### src/rtl/thread_lsu.sv
// thread_lsu -- per-thread load/store unit sitting behind the thread datapath.
//
// Takes one decoded LDR/STR request at a time (address in rs, store data in rt),
// runs it as a valid/ready transaction on the data-memory port, and holds the
// loaded value on lsu_out until the datapath acks it.
//
// Optional feature: define LSU_TIMEOUT_EN to abort a transaction that has sat
// in WAITING for TIMEOUT_CYCLES cycles without ready (sets error, a read returns
// all ones). Without the macro WAITING lasts indefinitely and error is tied to 0.
//
// Ports:
//   clock, reset          rising-edge clock, synchronous active-high reset
//   enable, start         thread active / request pulse (accepted only in IDLE)
//   op_read, op_write     decoded op; read wins if both are set
//   rs, rt                address operand / store data, latched at accept
//   ack                   datapath consumed the result (DONE -> IDLE)
//   mem_read_*            read request channel (valid/address out, ready/data in)
//   mem_write_*           write request channel (valid/address/data out, ready in)
//   lsu_state             00 IDLE, 01 REQUESTING, 10 WAITING, 11 DONE
//   lsu_out               last loaded value
//   error                 timeout flag
module thread_lsu #(
    parameter int ADDR_BITS      = 8,
    parameter int DATA_BITS      = 8,
    parameter int TIMEOUT_CYCLES = 64
) (
    input  logic                 clock,
    input  logic                 reset,
    input  logic                 enable,
    input  logic                 start,
    input  logic                 op_read,
    input  logic                 op_write,
    input  logic [DATA_BITS-1:0] rs,
    input  logic [DATA_BITS-1:0] rt,
    input  logic                 ack,
    output logic                 mem_read_valid,
    output logic [ADDR_BITS-1:0] mem_read_address,
    input  logic                 mem_read_ready,
    input  logic [DATA_BITS-1:0] mem_read_data,
    output logic                 mem_write_valid,
    output logic [ADDR_BITS-1:0] mem_write_address,
    output logic [DATA_BITS-1:0] mem_write_data,
    input  logic                 mem_write_ready,
    output logic [1:0]           lsu_state,
    output logic [DATA_BITS-1:0] lsu_out,
    output logic                 error
);

    typedef enum logic [1:0] {
        IDLE       = 2'b00,
        REQUESTING = 2'b01,
        WAITING    = 2'b10,
        DONE       = 2'b11
    } state_t;

    state_t               state, next_state;
    logic                 accept;
    logic                 op_is_read;
    logic                 mem_ready;
    logic                 timeout;
    logic [ADDR_BITS-1:0] rs_addr;
    logic [ADDR_BITS-1:0] req_addr;
    logic [DATA_BITS-1:0] req_data;

    // Address is the low bits of rs, or rs zero-extended when the address is wider.
    generate
        if (ADDR_BITS <= DATA_BITS) begin : g_addr_trunc
            assign rs_addr = rs[ADDR_BITS-1:0];
        end else begin : g_addr_zext
            assign rs_addr = {{(ADDR_BITS-DATA_BITS){1'b0}}, rs};
        end
    endgenerate

    assign accept    = enable & start & (op_read | op_write);
    // Only the ready of the port carrying the latched op counts.
    assign mem_ready = op_is_read ? mem_read_ready : mem_write_ready;
    assign lsu_state = state;

`ifdef LSU_TIMEOUT_EN
    localparam int CNT_W = (TIMEOUT_CYCLES > 1) ? $clog2(TIMEOUT_CYCLES) : 1;

    logic [CNT_W-1:0] wait_cnt;

    // Fires on the last of TIMEOUT_CYCLES WAITING cycles; a ready on that same
    // edge takes precedence.
    assign timeout = (state == WAITING) && !mem_ready &&
                     (wait_cnt == CNT_W'(TIMEOUT_CYCLES - 1));

    always_ff @(posedge clock) begin
        if (reset) begin
            wait_cnt <= '0;
        end else if (state == REQUESTING) begin
            wait_cnt <= '0;
        end else if (state == WAITING) begin
            wait_cnt <= wait_cnt + CNT_W'(1);
        end
    end

    always_ff @(posedge clock) begin
        if (reset) begin
            error <= 1'b0;
        end else if (state == IDLE && accept) begin
            error <= 1'b0;
        end else if (timeout) begin
            error <= 1'b1;
        end
    end
`else
    assign timeout = 1'b0;
    assign error   = 1'b0;
`endif

    always_ff @(posedge clock) begin
        if (reset) state <= IDLE;
        else       state <= next_state;
    end

    always_comb begin
        next_state = state;
        case (state)
            IDLE:       if (accept) next_state = REQUESTING;
            REQUESTING: next_state = WAITING;
            WAITING:    if (mem_ready || timeout) next_state = DONE;
            DONE:       if (ack) next_state = IDLE;
            default:    next_state = IDLE;
        endcase
    end

    always_ff @(posedge clock) begin
        if (reset) begin
            op_is_read        <= 1'b0;
            req_addr          <= '0;
            req_data          <= '0;
            mem_read_valid    <= 1'b0;
            mem_read_address  <= '0;
            mem_write_valid   <= 1'b0;
            mem_write_address <= '0;
            mem_write_data    <= '0;
            lsu_out           <= '0;
        end else begin
            case (state)
                IDLE: begin
                    if (accept) begin
                        op_is_read <= op_read;
                        req_addr   <= rs_addr;
                        req_data   <= rt;
                    end
                end
                REQUESTING: begin
                    if (op_is_read) begin
                        mem_read_valid   <= 1'b1;
                        mem_read_address <= req_addr;
                    end else begin
                        mem_write_valid   <= 1'b1;
                        mem_write_address <= req_addr;
                        mem_write_data    <= req_data;
                    end
                end
                WAITING: begin
                    if (mem_ready) begin
                        mem_read_valid  <= 1'b0;
                        mem_write_valid <= 1'b0;
                        if (op_is_read) lsu_out <= mem_read_data;
                    end else if (timeout) begin
                        mem_read_valid  <= 1'b0;
                        mem_write_valid <= 1'b0;
                        if (op_is_read) lsu_out <= '1;
                    end
                end
                default: ;
            endcase
        end
    end

endmodule

### config.mk
export PLATFORM = sky130hd
export DESIGN_NAME = thread_lsu
export DESIGN_NICKNAME = d
export VERILOG_FILES = /design/src/rtl/thread_lsu.sv
export SDC_FILE = /design/constraint.sdc
export NUM_CORES = 1
export LEC_CHECK = 0
export CAP_MARGIN = 20
export CORE_UTILIZATION = 50
export DETAILED_ROUTE_END_ITERATION = 12
export DONT_BUFFER_PORTS = 1
export PLACE_DENSITY = 0.64
export SLEW_MARGIN = 25
export SYNTH_ARGS = -nofsm -noshare
export SYNTH_HDL_FRONTEND = slang
export SYNTH_SLANG_ARGS = --single-unit
### constraint.sdc
create_clock -name clock -period 1.7 [get_ports clock]
set_input_delay 0.255 -clock clock [delete_from_list [all_inputs] [get_ports clock]]
set_output_delay 0.255 -clock clock [all_outputs]
set_load 0.005 [all_outputs]
==> results of run 1 <==
layout make-up:
type | instances | area (sq um) | area share (%)
Clock inverter | 2 | 37.5 | 1.69
Multi-Input combinational cell | 167 | 845 | 38.0
Timing Repair Buffer | 13 | 123 | 5.52
Inverter | 3 | 11.3 | 0.507
Tap cell | 48 | 60.1 | 2.71
Sequential cell | 53 | 1060 | 47.8
Clock buffer | 6 | 82.6 | 3.72
worst max-delay path, stage by stage (launching register included):
cell	delay (ns)
dfxtp_1	0.32
inv_1	0.09
ha_1	0.21
inv_1	0.09
or2_1	0.31
buf_12	0.18
nand2_1	0.06
a21oi_1	0.06
synthesized netlist by cell type:
master    number
a21oi_1       43
a221oi_2       1
and2_1         2
buf_1          3
buf_2          5
buf_4          2
buf_6          2
clkbuf_1       3
clkbuf_2       1
conb_1         1
dfxtp_1       53
ha_1           4
inv_1          3
mux2i_1       10
nand2_1       83
nand2b_1       1
nand3_2        1
nor2_1        10
nor2_2         1
nor2b_1        2
nor3_1         1
nor3_2         1
o211ai_2       1
o21ai_0        2
o21bai_1       2
or2_1          1
state kept, by name, indices dropped and copies added (netlist names):
signal and flops:
lsu_out 8, lsu_state 2, mem_read_address 8, mem_read_valid 1, mem_write_address 8, mem_write_data 8
mem_write_valid 1, op_is_read 1, req_addr 8, req_data 8
what timing repair did:
item	CTS	global route
hold buffers	5	2
setup endpoints to repair	0	3
hold endpoints to repair	27	11
gates resized for setup	0	1
placed cells by master, fill, tap and decap left out, drive strengths merged, types with 3 or more instances in the layout:
cell         instances
dfxtp               53
inv                  3
mux2i               10
nor2                11
clkbuf               6
buf                  7
nand2               83
a21oi               43
ha                   4
dlygate4sd3          6
layer usage:
metal / global-route usage [%] / part of all wire, % / vias up
met2: 32.2 / 47 / 48
li1: - / - / 775
met3: 7.99 / 6.3 / 9
met4: 7.34 / 1.6 / 0
met5: 0 / 0 / -
met1: 26.6 / 46 / 697
worst max-delay path by stage:
| stage | start | end | slack [ns] |
|---|---|---|---|
| 5_1_grt | lsu_state[0] | mem_write_valid | 0.1 |
| 2_1_floorplan | lsu_state[0] | req_addr[0] | 0.31 |
| 3_5_place_dp | lsu_state[0] | req_data[5] | 0.17 |
| 3_3_place_gp | lsu_state[0] | op_is_read | 0.20 |
| 4_1_cts | lsu_state[0] | req_data[4] | 0.14 |
| 6_report | lsu_state[1] | req_addr[2] | 0.25 |
cell families after synthesis:
family / after synthesis / synth area share [%]
simple gates: 103 / 20.9
flops: 53 / 53.0
compound gates: 49 / 13.4
buf+inv: 19 / 5.06
mux: 10 / 5.00
fa+ha+maj: 4 / 2.50
other cells: 1 / 0.187
report_power, final:
| group | internal, mW | switching, mW | total [mW] |
|---|---|---|---|
| Combinational | 0.210 | 0.324 | 0.534 |
| Clock | 0.479 | 0.402 | 0.881 |
| Sequential | 1.33 | 0.0591 | 1.39 |
| Total | 2.01 | 0.786 | 2.80 |
per-stage QoR:
step                      utilization, %  power, mW
after floorplan                        -       1.79
after global placement              54.2       1.90
after detailed placement            54.2       1.90
after CTS                           58.8       2.80
after global routing                59.3       2.95
final                               59.3       2.80
==> results by group, run 1 <==
Final layout
  – Share of cells above drive strength 1: 8.20%
  – Antenna Cells: 0
  – Fill count: 370
  – Area growth from synthesis to layout: 10.9%
  – Finished layout cell area: 2220 sq um
  – Final Non-Filler Cells: 292
  – Nets: 280

Clock network
  – Post-CTS Setup Bufs: 0
  – Clk sinks: 53
  – Cts bufs inserted: 5
  – Root Buffer: clkbuf_8
  – CTS tree: yes
  – Clk Latency, worst-skew pair: 0.30 ns
  – Clock tree buffer depth: 2
  – H-tree level count: 2
  – Reg clk slew, reported paths: roughly 0.090 ns

Worst setup path
  – Crit Path Class: flip-flop to flip-flop
  – Reg-to-Reg Start: lsu_state[1]
  – CP Launch Type: flip-flop
  – CP Capture Type: flip-flop
  – Crit path arrival time: 1.62 ns
  – FF-to-FF path depth: 7
  – Worst R2R End: req_addr[2]
  – CP max FO: 14
  – Data required, critical path: 1.87 ns
  – Reg2reg setup slack: approximately 0.25 ns

Timing
  – RSZ-0062 raised after global routing: no
  – Endpoints failing hold: 0
  – Fin crit share: 85.5%
  – Worst-margin pin slew: approximately 0.52 ns
  – Relative slew margins: 65.6%
  – Worst hold slack: approximately 0.017 ns
  – Fin Setup TNS: 0 ns
  – Setup ws final: 0.246 ns
  – Worst Skew: 0.00877 ns
  – Fmax: 688 MHz
  – Final worst path period need: 1.45 ns
  – Final setup fails: 0
  – Final number of max-transition violations: 0

Yosys
  – Net Count, Synth: 276
  – Area share of the largest cell type after synthesis: 53.0%
  – Synth Cell Area: 2000 sq um
  – Yosys top cell by area: dfxtp_1
  – Yosys cell types: 26
  – Synth Register Bits: 53
  – Seq/Total Area, Yosys: 53.0%
  – Synth top area cells: dfxtp_1, nand2_1, a21oi_1, mux2i_1, ha_1
  – Syn. warnings: 0
  – Synth Area per Inst: 8.38 sq um
  – Post-Synthesis Cells: 239

Outcome
  – Status: finished clean

Min path
  – Hold Path End: req_data[7]
  – Min-delay src: reset
  – Hold Crit Class: input port to flip-flop
  – Hold path cells: 1

Place
  – Number of port buffers: 0
  – Hpwl dp: 2630 microns
  – Post-Place Setup Slack: 0.166 ns
  – Placed Area: between 2000 and 2500 sq um
  – Dpl cells: 277
  – Gpl congestion: between 0.7 and 0.8

Floorplanning
  – I/O Pins: 70
  – Initial Utilization: between 50% and 60%
  – Core box area: 3740 sq um
  – Die area: between 4000 and 5000 sq um
  – Die Y: about 65 microns
  – Chip width: 65.3 microns
  – Row count: 22

Drt
  – Vias post-DR: 1529
  – DRT iter0 DRCs: approximately 100
  – Drt drc: 0
  – Via density: about 5.2
  – Post-route ant nets: 0
  – Drt total wl: 4320 microns
  – Wirelength per Cell: 14.8 microns
  – Drt pass-1 iters: 4

Global route
  – First-pass GRT wire length: 6610 microns
  – Largest net degree at the start of global routing: 28
  – Total grt overflow: 0
  – Initial antenna violation count: 0
  – GRT Util Overall: 20.9%
  – Number of global-route vias before repair: 1341

Power
  – Power per cell area: 1260 nW/um^2
  – Worst vdd ir: approximately 0.67 mV
  – Total leakage power: 0.828 nW

Flow run
  – Max-cap violation count: 0
Power figures use the tool's default switching activity.
==> run 2, diff against run 1 <==
--- a/config.mk
+++ b/config.mk
@@ -6,9 +6,11 @@
 export NUM_CORES = 1
 export LEC_CHECK = 0
 export CAP_MARGIN = 20
+export CORE_ASPECT_RATIO = 2
 export CORE_UTILIZATION = 50
 export DETAILED_ROUTE_END_ITERATION = 12
 export DONT_BUFFER_PORTS = 1
+export GPL_ROUTABILITY_DRIVEN = 0
 export PLACE_DENSITY = 0.64
 export SLEW_MARGIN = 25
 export SYNTH_ARGS = -nofsm -noshare
==> run 2 against run 1 <==
  * Combinational power fell by 5.8%
  * Via count fell by 2.5%
  * Hold slack improved by 0.0024 ns
  * Largest cell class unchanged
  * Critical path type unchanged
  * Cell area fell by 4.2%
  * Register-to-register slack got worse by 0.12 ns
==> results by group, run 2 (synthesis gave the netlist of run 1 again) <==
Outcome
  – Status: finished clean (unchanged)

Timing
  – RSZ-0062 raised after global routing: no (unchanged)
  – Fin Setup TNS: 0 ns (unchanged)
  – Final setup fails: 0 (unchanged)
  – Fmax: 635 MHz (was 688 MHz)
  – Endpoints failing hold: 0 (unchanged)
  – Final number of max-transition violations: 0 (unchanged)
  – Setup ws final: 0.125 ns (was 0.246 ns)
  – Worst Skew: 0.00484 ns (was 0.00877 ns)
  – Fin crit share: 92.7% (was 85.5%)
  – Worst hold slack: 0.0192 ns (was 0.0168 ns)
  – Final worst path period need: 1.58 ns (was 1.45 ns)

Power
  – Total leakage power: 0.784 nW (was 0.828 nW)
  – Sequential Power Share: 54.0% (was 49.5%)
  – Worst vdd ir: 0.691 mV (was 0.666 mV)
  – Combinational share of power: 19.6% (was 19.1%)
  – Int Pwr: 1.82 mW (was 2.01 mW)
  – Sw Pwr: 743 uW (was 786 uW)
  – Total power: 2.56 mW (was 2.80 mW)
  – Switching portion of total power: 29.0% (was 28.1%)
  – Power per cell area: 1210 nW/um^2 (was 1260 nW/um^2)
  – Clock share of power: 26.4% (was 31.5%)

Global route
  – GRT busiest layer: met2 (unchanged)
  – Grt met3 use: 5.37% (was 7.99%)
  – GRT Util Overall: 19.7% (was 20.9%)
  – Total grt overflow: 0 (unchanged)
  – Initial antenna violation count: 0 (unchanged)
  – First-pass GRT wire length: 6240 microns (was 6610 microns)
  – GR Util met1: 20.8% (was 26.6%)
  – Number of global-route vias before repair: 1394 (was 1341)
  – GR Layer Usage met2: 34.3% (was 32.2%)
  – Largest net degree at the start of global routing: 54 (was 28)

Clock network
  – H-tree level count: 2 (unchanged)
  – Clk Latency, worst-skew pair: 0.29 ns (was 0.30 ns)
  – Clock tree buffer depth: 2 (unchanged)
  – Post-CTS Setup Bufs: 0 (unchanged)
  – Reg clk slew, reported paths: 0.09 ns (about the same)
  – CTS hold repair buffers: 0 (was 5)
  – Cts bufs inserted: 5 (unchanged)
  – Clk sinks: 53 (unchanged)
  – Root Buffer: clkbuf_8 (unchanged)
  – CTS tree: yes (unchanged)

Drt
  – DRT iter0 DRCs: 20 (was 104)
  – Drt total wl: 3880 microns (was 4320 microns)
  – Post-route ant nets: 0 (unchanged)
  – Drt pass-1 iters: 4 (unchanged)
  – Vias post-DR: 1491 (was 1529)
  – Wirelength per Cell: 13.4 microns (was 14.8 microns)
  – Drt drc: 0 (unchanged)
  – Via density: 5.14 (was 5.24)

Final layout
  – Nets: 275 (was 280)
  – Finished layout cell area: 2130 sq um (was 2220 sq um)
  – Fin util: 55.3% (was 59.3%)
  – Commonest non-fill, non-tap cell in the layout: nand2_1 (unchanged)
  – Fill count: 402 (was 370)
  – Seq. cell area: 1060 sq um (unchanged)
  – Multi-input combinational cell area: 847 sq um (was 845 sq um)
  – Area growth from synthesis to layout: 6.25% (was 10.9%)
  – Most frequent cells in the layout: nand2_1, dfxtp_1, a21oi_1 (unchanged)
  – Final Non-Filler Cells: 290 (was 292)
  – Share of cells above drive strength 1: 8.37% (was 8.20%)
  – Antenna Cells: 0 (unchanged)

Worst setup path
  – Crit Path Class: flip-flop to flip-flop (unchanged)
  – CP Capture Type: flip-flop (unchanged)
  – Reg2reg setup slack: 0.12 ns (was 0.25 ns)
  – CP Launch Type: flip-flop (unchanged)
  – CP max FO: 17 (was 14)
  – Data required, critical path: 1.93 ns (was 1.87 ns)
  – Worst R2R End: req_data[5] (was req_addr[2])
  – Crit path arrival time: 1.81 ns (was 1.62 ns)
  – Reg-to-Reg Start: lsu_state[0] (was lsu_state[1])
  – FF-to-FF path depth: 7 (unchanged)

Min path
  – Hold path cells: 1 (unchanged)
  – Hold Crit Class: input port to flip-flop (unchanged)
  – Min-delay src: reset (unchanged)
  – Hold Path End: req_addr[4] (was req_data[7])

Floorplanning
  – Chip width: 46.7 microns (was 65.3 microns)
  – Initial Utilization: 52.1% (was 53.5%)
  – Row count: 32 (was 22)
  – Die Y: 91.5 microns (was 65.3 microns)
  – I/O Pins: 70 (unchanged)
  – Core box area: 3840 sq um (was 3740 sq um)
  – Die area: 4280 sq um (was 4260 sq um)

Place
  – Placed Area: 2040 sq um (was 2030 sq um)
  – Number of port buffers: 0 (unchanged)
  – Dpl cells: 282 (was 277)
  – Post-Place Setup Slack: -0.114 ns (was 0.166 ns)
  – Hpwl dp: 2650 microns (was 2630 microns)

Flow run
  – Max-cap violation count: 0 (unchanged)
run 2: worst max-delay path: stages, from the launching register on:
cell and delay [ns]:
dfxtp_1 0.34, buf_4 0.15, inv_1 0.07, ha_1 0.21
inv_1 0.09, nor2_4 0.37, nand2_1 0.13, a21oi_1 0.14
run 2: routing by layer:
| layer | wire [microns] | share of wire (%) |
|---|---|---|
| met1 | 1550 | 40 |
| met2 | 2060 | 53 |
| met3 | 216 | 5.6 |
| met4 | 57 | 1.5 |
| met5 | 0 | 0 |
run 2: power groups by stage:
stage	clock [mW]	sequential [mW]	combinational, mW
6_report	0.676	1.39	0.503
5_1_grt	0.745	1.40	0.561
4_1_cts	0.702	1.39	0.510
3_5_place_dp	0	1.41	0.498
3_3_place_gp	0	1.41	0.492
2_1_floorplan	0	1.41	0.382
run 2: worst max path at each step:
stage	start	endpoint	slack [ns]
after detailed placement	lsu_state[0]	req_data[5]	-0.11
after floorplan	lsu_state[0]	req_addr[0]	0.31
after global routing	lsu_state[0]	req_data[6]	0.02
after CTS	lsu_state[0]	req_data[5]	0.11
final	lsu_state[0]	req_data[5]	0.12
after global placement	lsu_state[0]	req_data[5]	-0.09
run 2: layout make-up:
cell class | instances | share of cell area [%]
clock buffers | 7 | 3.59
clock inverters | 1 | 0.353
inverters | 3 | 0.529
multi-input cells | 167 | 39.8
flip-flops and latches | 53 | 49.9
well taps | 51 | 3.00
repair buffers | 8 | 2.82
run 2: what timing repair did:
action | in CTS | in global routing
pin swaps | 0 | 1
cloned | 0 | 0
endpoints found under the setup margin | 24 | 2
resized for setup | 2 | 0
